**src/rtl/vec_div_pkg.sv**
```systemverilog
// Shared types and sizing for the vector divide issue sequencer.
package vec_div_pkg;

  localparam int VDIV_N     = 19;
  localparam int VDIV_LANES = 4;

  typedef enum logic [1:0] {
    IDLE = 2'd0,
    RUN  = 2'd1,
    DONE = 2'd2
  } vdiv_state_t;

  typedef logic signed [VDIV_N-1:0] elem_t;

endpackage

```
**src/rtl/vec_div_sequencer.sv**
```systemverilog
// Vector divide issue sequencer: walks one lane per cycle through the
// external combinational divider and returns the packed quotient vector.
//
//   state | meaning
//   ------+-------------------------------------------------------------
//   IDLE  | waiting for a request; start_ready high
//   RUN   | lane idx presented to the divider, written at each edge
//   DONE  | result vector valid, held until res_ready or flush
module vec_div_sequencer
  import vec_div_pkg::*;
#(
  parameter int N     = VDIV_N,
  parameter int LANES = VDIV_LANES
) (
  input  logic               clk,
  input  logic               rst_n,
  input  logic               start_valid,
  output logic               start_ready,
  input  logic [LANES*N-1:0] vec_a,
  input  logic [LANES*N-1:0] vec_b,
  input  logic [LANES-1:0]   lane_mask,
  input  logic               flush,
  output logic [N-1:0]       div_a,
  output logic [N-1:0]       div_b,
  input  logic [N-1:0]       div_q,
  input  logic               div_ovf,
  output logic               res_valid,
  input  logic               res_ready,
  output logic [LANES*N-1:0] res_vec,
  output logic [LANES-1:0]   res_dz,
  output logic               res_ovf,
  output logic               busy
);

  localparam int            IW       = (LANES > 1) ? $clog2(LANES) : 1;
  localparam logic [IW-1:0] IDX_LAST = IW'(LANES - 1);

  vdiv_state_t        state_q, state_d;
  logic [IW-1:0]      idx_q, idx_d;
  logic [LANES*N-1:0] a_q, a_d;
  logic [LANES*N-1:0] b_q, b_d;
  logic [LANES*N-1:0] res_q, res_d;
  logic [LANES-1:0]   mask_q, mask_d;
  logic [LANES-1:0]   dz_q, dz_d;
  logic               ovf_q, ovf_d;

  logic [N-1:0]       lane_a;
  logic [N-1:0]       lane_b;
  logic               lane_act;
  logic               lane_bz;
  logic               lane_live;

  // Select the operands and mask bit of the current lane.
  always_comb begin
    lane_a   = '0;
    lane_b   = '0;
    lane_act = 1'b0;
    for (int i = 0; i < LANES; i++) begin
      if (idx_q == IW'(i)) begin
        lane_a   = a_q[i*N +: N];
        lane_b   = b_q[i*N +: N];
        lane_act = mask_q[i];
      end
    end
  end

  assign lane_bz   = (lane_b == '0);
  assign lane_live = lane_act && !lane_bz;

  // The divider must never see a zero divisor, so dead lanes get 1.
  assign div_a = lane_a;
  assign div_b = lane_live ? lane_b : N'(1);

  // Next-state, lane write-back and flag accumulation.
  always_comb begin
    state_d = state_q;
    idx_d   = idx_q;
    a_d     = a_q;
    b_d     = b_q;
    mask_d  = mask_q;
    res_d   = res_q;
    dz_d    = dz_q;
    ovf_d   = ovf_q;

    case (state_q)
      IDLE: begin
        // flush wins over a coincident request
        if (start_valid && !flush) begin
          a_d     = vec_a;
          b_d     = vec_b;
          mask_d  = lane_mask;
          res_d   = '0;
          dz_d    = '0;
          ovf_d   = 1'b0;
          idx_d   = '0;
          state_d = RUN;
        end
      end

      RUN: begin
        if (flush) begin
          res_d   = '0;
          dz_d    = '0;
          ovf_d   = 1'b0;
          idx_d   = '0;
          state_d = IDLE;
        end else begin
          for (int i = 0; i < LANES; i++) begin
            if (idx_q == IW'(i)) begin
              res_d[i*N +: N] = lane_live ? div_q : '0;
              dz_d[i]         = lane_act && lane_bz;
            end
          end
          // overflow from a substituted divisor of 1 is meaningless
          if (lane_live) begin
            ovf_d = ovf_q | div_ovf;
          end
          if (idx_q == IDX_LAST) begin
            idx_d   = '0;
            state_d = DONE;
          end else begin
            idx_d = idx_q + IW'(1);
          end
        end
      end

      DONE: begin
        // flush discards the result without a handshake
        if (flush) begin
          res_d   = '0;
          dz_d    = '0;
          ovf_d   = 1'b0;
          state_d = IDLE;
        end else if (res_ready) begin
          state_d = IDLE;
        end
      end

      default: begin
        idx_d   = '0;
        state_d = IDLE;
      end
    endcase
  end

  // State and datapath registers.
  always_ff @(posedge clk or negedge rst_n) begin
    if (!rst_n) begin
      state_q <= IDLE;
      idx_q   <= '0;
      a_q     <= '0;
      b_q     <= '0;
      mask_q  <= '0;
      res_q   <= '0;
      dz_q    <= '0;
      ovf_q   <= 1'b0;
    end else begin
      state_q <= state_d;
      idx_q   <= idx_d;
      a_q     <= a_d;
      b_q     <= b_d;
      mask_q  <= mask_d;
      res_q   <= res_d;
      dz_q    <= dz_d;
      ovf_q   <= ovf_d;
    end
  end

  assign start_ready = (state_q == IDLE);
  assign busy        = (state_q != IDLE);
  assign res_valid   = (state_q == DONE);
  assign res_vec     = res_q;
  assign res_dz      = dz_q;
  assign res_ovf     = ovf_q;

endmodule

```
**config.mk**
```make
export PLATFORM = sky130hd
export DESIGN_NAME = vec_div_sequencer
export DESIGN_NICKNAME = d
export VERILOG_FILES = /design/src/rtl/vec_div_pkg.sv /design/src/rtl/vec_div_sequencer.sv
export SDC_FILE = /design/constraint.sdc
export NUM_CORES = 1
export LEC_CHECK = 0
export ABC_AREA = 0
export CAP_MARGIN = 20
export CORE_UTILIZATION = 48
export DETAILED_ROUTE_END_ITERATION = 8
export GPL_ROUTABILITY_DRIVEN = 0
export PLACE_DENSITY = 0.78
export RECOVER_POWER = 25
export SETUP_SLACK_MARGIN = 0.4
export SYNTH_ARGS = -nofsm -noshare
export SYNTH_HDL_FRONTEND = slang
export SYNTH_SLANG_ARGS = --single-unit
```
**constraint.sdc**
```tcl
create_clock -name clk -period 2.7 [get_ports clk]
set_input_delay 0.27 -clock clk [delete_from_list [all_inputs] [get_ports clk]]
set_output_delay 0.27 -clock clk [all_outputs]
set_load 0.05 [all_outputs]
```
==> metrics.txt, run 1 <==
clk_lat worst skew=0.53 ns; leakage=7.66 nW; Crit. End Element=output port; Mapped Cells=878; H-tree levels=1; CP max stage cell=dfrtp_1; share of the synthesized area in the top cell type=56.0%; MaxCap Viol Count=1; main combinational cell family by area after synthesis=multiplexers; WP data required=2.43 ns; Post-synth top flop=dfrtp_1; Antenna Violating Nets Remaining=0; worst-path maximum fanout=8; Longest Clk Path Bufs=3; Via density=6.01; status=finished, violations left; core area=21900 µm²; Peak Freq=282 MHz; relative slew slack=-43.6%; XOR/XNOR Fraction of Synth Area=0%; port buffer count=302; Critical Path Start Type=register; Post-Syn Area=10800 µm²; fill cell count=1220; EDFF count, synth=0; Final setup violation count=119; most common cell after layout, fill and taps aside=clkdlybuf4s50_1; crit path kind=register to output port; post-synth cell types=41; Die X=152 µm; CTS tree=done; Final TNS setup=-62.06 ns; layout cells sized above 1=37.5%; fin. max-slew vios=83; clk sinks=241; violated checks=max-capacitance violations, max-slew violations, negative setup slack; # nets final=1437; Pwr per Cell Area=747 nW/µm²; Num CTS Buffers=25; largest area contributor in the netlist=dfrtp_1; R2R setup slack=-0.64 ns; Die H=152 µm; post-synthesis sequential area ratio=56.0%; Final min period=3.54 ns; number of global-route vias before repair=9765; grt total ovfl=0; row count=54; Max rail drop VDD=0.557 mV; DR DRC count=0; Synth Register Bits=241; Initial Util=49.2%; worst setup margin=-0.844 ns; drt wl/cell=24.1 µm; Post-DP HPWL=22100 µm; simple-gate share of the synthesized area=9.23%; total power=13.1 mW; Clock Pin Slew Worst Setup and Hold Paths=0.07 ns; slew at the pin closest to its max-slew limit=2.15 ns; via count=9325; Fin Hold WS=0.313 ns; Fin Clk Skew=0.0145 ns; mux share of post-synthesis cell area=16.2%; Detailed Route WL=37400 µm; ys async rst share=100%; Hold Path Class=input port to register; Setup Slack @ Placement=-0.291 ns; Mean Syn Cell Area=12.3 µm²; RSZ-0062 raised after global routing=true; die area=23000 µm²; Critical Path AT=3.27 ns; Ports=303; top post-synthesis cells by area=dfrtp_1 (56%), mux2_2 (16%), a22o_1 (6.3%); first-pass GRT wire length=57200 µm; crit-path max cell delay=0.44 ns; DRT Pass-1 Iters=5; Root Buffer=clkbuf_16; worst-path cell chain=buf_6 -> ha_4 -> nand2b_2 -> buf_4 -> o22ai_1 -> o22ai_1 -> nor4_2 -> nand4_1 -> buf_6 -> o211ai_1 -> buf_12; Final Hold Vio Count=0; period utilization=131%; synthesis-to-layout area growth=63.0%; 1st-iter DRT viols=556; pin count of the biggest net entering global routing=84; Synth Area in Adders=0.465%; Tot GR Track Use=31.5%; Syn Nets=1063; most frequent cells in the layout=clkdlybuf4s50_1 (260), dfrtp_1 (241), mux2_2 (154), a22o_1 (77), and3_1 (76); post-synthesis compound-gate area fraction=14.4%; initial antenna violation count=6; synth warn=0
-- worst paths after layout --
| path | startpoint | depth (start not counted) | endpoint |
|---|---|---|---|
| min in group asynchronous | rst_n | 2 | b_q[13]$_DFFE_PN0P_ |
| worst min register to register | res_dz[1]$_DFFE_PN0P_ | 2 | res_dz[1]$_DFFE_PN0P_ |
| worst min-delay path | lane_mask[2] | 3 | mask_q[2]$_DFFE_PN0P_ |
| max in group asynchronous | rst_n | 3 | res_vec[44]$_DFFE_PN0P_ |
| worst max-delay path | idx_q[0]$_DFFE_PN0P_ | 11 | div_b[0] |
| worst max register to register | idx_q[0]$_DFFE_PN0P_ | 15 | res_vec[38]$_DFFE_PN0P_ |
-- synth_stat cells, types with 2 or more instances --
cell type,instances
ha_1,4
a221o_1,2
and2_1,4
a221oi_1,12
inv_1,6
nor2_1,27
nor2b_1,8
o21ai_1,4
o22ai_1,24
o21a_1,4
mux2_2,154
nor4b_1,10
clkbuf_1,59
o41ai_1,2
o21ai_0,32
nor4_2,2
buf_2,4
nand2b_1,4
and3_1,77
a21oi_1,25
a22o_1,77
or2_2,2
buf_6,9
buf_1,6
nand2_1,35
nor3_1,7
a22oi_1,24
dfrtp_1,241
-- cells by family after synthesis --
group | count (synthesis)
AOI/OAI and AO/OA | 213
DFF | 241
adders and majority gates | 4
and+or+nand+nor | 179
buffers and inverters | 86
muxes | 155
-- flip-flops by register name, summed over array words and instances (netlist names) --
name,cells
a_q,76
b_q,76
res_vec,76
mask_q,4
res_dz,4
idx_q,2
state_q,2
res_ovf,1
-- critical path: cells and delay by family, from the launching register on --
| kind | cells | cell delay (ns) |
|---|---|---|
| AOI/OAI and AO/OA | 3 | 0.62 |
| adders and majority gates | 1 | 0.17 |
| buffers and inverters | 4 | 0.74 |
| DFF | 1 | 0.44 |
| and+or+nand+nor | 3 | 0.77 |
-- repair_timing --
item                       in CTS  in global routing
setup buffers                  28                  6
resized for setup             125                 48
setup endpoints to repair     122                120
gates cloned                   22                  3
hold buffers                    1                  0
hold endpoints to repair       79                  0
pin swaps                      67                 39
-- routing by layer --
layer	share of wire [%]	up-vias	track usage (%)
met5	0.029	-	0
met4	4.2	2	13.2
met3	9.2	111	7.36
met2	49	533	51.4
met1	38	4664	40.5
li1	-	4015	-
-- final cells by class --
| type | instances | area (µm²) | area share (%) |
|---|---|---|---|
| antenna | 5 | 12.5 | 0.0713 |
| clock buffer | 32 | 682 | 3.88 |
| clock inverter | 10 | 80.1 | 0.456 |
| inverter | 7 | 26.3 | 0.150 |
| multi-input combinational | 551 | 5290 | 30.1 |
| sequential | 241 | 6030 | 34.3 |
| tap | 280 | 350 | 2.00 |
| timing repair buffer | 426 | 5090 | 29.0 |
-- metrics by stage --
stage | util (%) | instances | cell area, µm²
2_1_floorplan | - | 878 | 11400
3_3_place_gp | 69.4 | 1445 | 15200
3_5_place_dp | 69.4 | 1445 | 15200
4_1_cts | 78.7 | 1538 | 17200
5_1_grt | 80.2 | 1552 | 17600
6_report | 80.2 | 1552 | 17600
-- report_power, final --
group	switching, mW	internal [mW]
clock	1.44	1.87
combinational	2.66	2.57
sequential	0.419	4.16
Power figures use the tool's default switching activity.
==> inputs of run 2 (changes only) <==
--- a/config.mk
+++ b/config.mk
@@ -7,12 +7,13 @@
 export LEC_CHECK = 0
 export ABC_AREA = 0
 export CAP_MARGIN = 20
-export CORE_UTILIZATION = 48
+export CORE_UTILIZATION = 50
 export DETAILED_ROUTE_END_ITERATION = 8
 export GPL_ROUTABILITY_DRIVEN = 0
-export PLACE_DENSITY = 0.78
+export PLACE_DENSITY = 0.81
 export RECOVER_POWER = 25
 export SETUP_SLACK_MARGIN = 0.4
+export SKIP_CTS_REPAIR_TIMING = 1
 export SYNTH_ARGS = -nofsm -noshare
 export SYNTH_HDL_FRONTEND = slang
 export SYNTH_SLANG_ARGS = --single-unit
==> constraint.sdc (replaced) <==
create_clock -name clk -period 4.4 [get_ports clk]
set_input_delay 0.44 -clock clk [delete_from_list [all_inputs] [get_ports clk]]
set_output_delay 0.44 -clock clk [all_outputs]
set_load 0.05 [all_outputs]
==> metrics.txt, run 2 (synthesized netlist as in run 1, its figures left out) <==
CP max stage cell=nand2b_1 (was dfrtp_1); # nets final=1338 (was 1437); initial antenna violation count=4 (was 6); DR DRC count=0 (unchanged); Bufs and invs on worst path=2 (was 4); worst-path cell chain=ha_2 -> nand2b_1 -> o22ai_1 -> o22ai_1 -> nor4_2 -> nand4_1 -> buf_4 -> nor4b_1 -> buf_4 (was buf_6 -> ha_4 -> nand2b_2 -> buf_4 -> o22ai_1 -> o22ai_1 -> nor4_2 -> nand4_1 -> buf_6 -> o211ai_1 -> buf_12); Fin Hold WS=0.482 ns (was 0.313 ns); Detailed Route WL=30400 µm (was 37400 µm); Crit. End Element=output port (unchanged); relative slew slack=-66.5% (was -43.6%); grt met1 use=37.3% (was 40.5%); hold path start=vec_b[49] (was lane_mask[2]); Root Buffer=clkbuf_16 (unchanged); crit-path leading delay family=simple AND/OR/NAND/NOR gates (unchanged); DRT Pass-1 Iters=4 (was 5); Antenna Violating Nets Remaining=0 (unchanged); Max rail drop VDD=0.337 mV (was 0.557 mV); synthesis-to-layout area growth=37.8% (was 63.0%); H-tree levels=1 (unchanged); first-pass GRT wire length=46900 µm (was 57200 µm); Via density=5.87 (was 6.01); CTS tree=done (unchanged); worst hold stages=3 (unchanged); Peak Freq=249 MHz; Final setup violation count=0 (was 119); GR peak layer=met2 (unchanged); worst r2r path cells=10 (was 15); core area=21100 µm² (was 21900 µm²); 1st-iter DRT viols=502 (was 556); status=finished, violations left (unchanged); die area=22100 µm² (was 23000 µm²); number of global-route vias before repair=8499 (was 9765); Crit path depth=9 (was 11); Post-DP HPWL=20600 µm (was 22100 µm); Critical Path AT=3.57 ns (was 3.27 ns); crit-path max cell delay=0.56 ns (was 0.44 ns); reg2reg start=idx_q[0]$_DFFE_PN0P_ (unchanged); slew at the pin closest to its max-slew limit=2.50 ns (was 2.15 ns); Hold Path Class=input port to register (unchanged); Fin Clk Skew=0.0135 ns (was 0.0145 ns); cell area after placement=13900 µm² (was 15200 µm²); Multi-input gate area=4420 µm² (was 5290 µm²); worst-path maximum fanout=17 (was 8); met3 Usage GRT=6.48% (was 7.36%); clk sinks=241 (unchanged); period utilization=91.1%; Final min period=4.01 ns; Clock Pin Slew Worst Setup and Hold Paths=0.06 ns (was 0.07 ns); clk_lat worst skew=0.52 ns (was 0.53 ns); WP data required=3.96 ns (was 2.43 ns); layout cells sized above 1=21.3% (was 37.5%); Initial Util=51.1% (was 49.2%); Tot GR Track Use=27.1% (was 31.5%); Die X=149 µm (was 152 µm); most common cell after layout, fill and taps aside=clkdlybuf4s50_1 (unchanged); Final TNS setup=0 ns (was -62.06 ns); Num CTS Buffers=26 (was 25); post-route cell area=14800 µm² (was 17600 µm²); Ports=303 (unchanged); RSZ-0062 raised after global routing=true (unchanged); placed cell count=1394 (was 1445); fill cell count=1511 (was 1220); Longest Clk Path Bufs=3 (unchanged); via count=8473 (was 9325); violated checks=max-capacitance violations, max-slew violations (was max-capacitance violations, max-slew violations, negative setup slack); crit path kind=register to output port (unchanged); Final Hold Vio Count=0 (unchanged); Worst Setup SP=idx_q[0]$_DFFE_PN0P_ (unchanged); Sequential Area=6030 µm² (unchanged); fin cells=1444 (was 1552); row count=53 (was 54); grt total ovfl=0 (unchanged); fin. max-slew vios=103 (was 83); Pwr per Cell Area=478 nW/µm² (was 747 nW/µm²); Die H=149 µm (was 152 µm); port buffer count=302 (unchanged); MaxCap Viol Count=1 (unchanged); drt wl/cell=21.0 µm (was 24.1 µm); routing usage on met2=41.9% (was 51.4%); leakage=6.47 nW (was 7.66 nW); most frequent cells in the layout=clkdlybuf4s50_1 (289), dfrtp_1 (241), mux2_2 (154), a22o_1 (77), and3_1 (77) (was clkdlybuf4s50_1 (260), dfrtp_1 (241), mux2_2 (154), a22o_1 (77), and3_1 (76)); Critical Path Start Type=register (unchanged); pin count of the biggest net entering global routing=103 (was 84); total power=7.10 mW (was 13.1 mW)
[run 2: cell types whose count changed in the layout (fill, tap and decap cells not counted), sizes merged, moves of 2 or more]
cell           before  now
buf               157   32
clkinv              8    6
clkdlybuf4s15       2    0
diode               5    3
clkdlybuf4s50     260  289
[run 2: final timing paths]
check,to,slack [ns]
worst max-delay path,div_b[17],0.39
worst min-delay path,b_q[49]$_DFFE_PN0P_,0.48
worst max register to register,res_vec[6]$_DFFE_PN0P_,0.97
worst min register to register,res_vec[68]$_DFFE_PN0P_,0.50
max in group asynchronous,b_q[69]$_DFFE_PN0P_,1.12
min in group asynchronous,b_q[14]$_DFFE_PN0P_,0.66
[run 2: final cells by class]
cell class,instances,area share (%)
inverters,7,0.177
clock inverters,9,0.699
well taps,275,2.32
repair buffers,325,21.4
diodes,3,0.0506
clock buffers,32,4.95
flip-flops and latches,241,40.6
multi-input cells,552,29.8
[run 2: power breakdown]
part / leakage, nW / switching (mW) / internal (mW) / total [mW]
Clock: 0.417 / 0.866 / 1.29 / 2.15
Sequential: 3.01 / 0.214 / 2.55 / 2.77
Combinational: 3.04 / 1.28 / 0.899 / 2.18
[run 2: metal layers]
layer	wire length [µm]	vias to the layer above
li1	-	3815
met5	10	-
met1	12700	4213
met4	1200	2
met2	14100	363
met3	2390	80
[run 2: worst register-to-register path, stage by stage (launching register included)]
cell and delay, ns:
dfrtp_1 0.42, inv_1 0.09, ha_2 0.22, or2_1 0.51
a221oi_1 0.43, o22ai_1 0.17, nor4_2 0.36, nand4_1 0.19
buf_4 0.21, buf_4 0.36, a22o_1 0.37
[run 2: through the flow]
stage	setup slack, ns	util [%]
after floorplan	0.436	-
after global placement	0.611	66.0
after detailed placement	0.627	66.0
after CTS	0.0833	70.0
after global routing	0.195	70.4
final	0.390	70.4
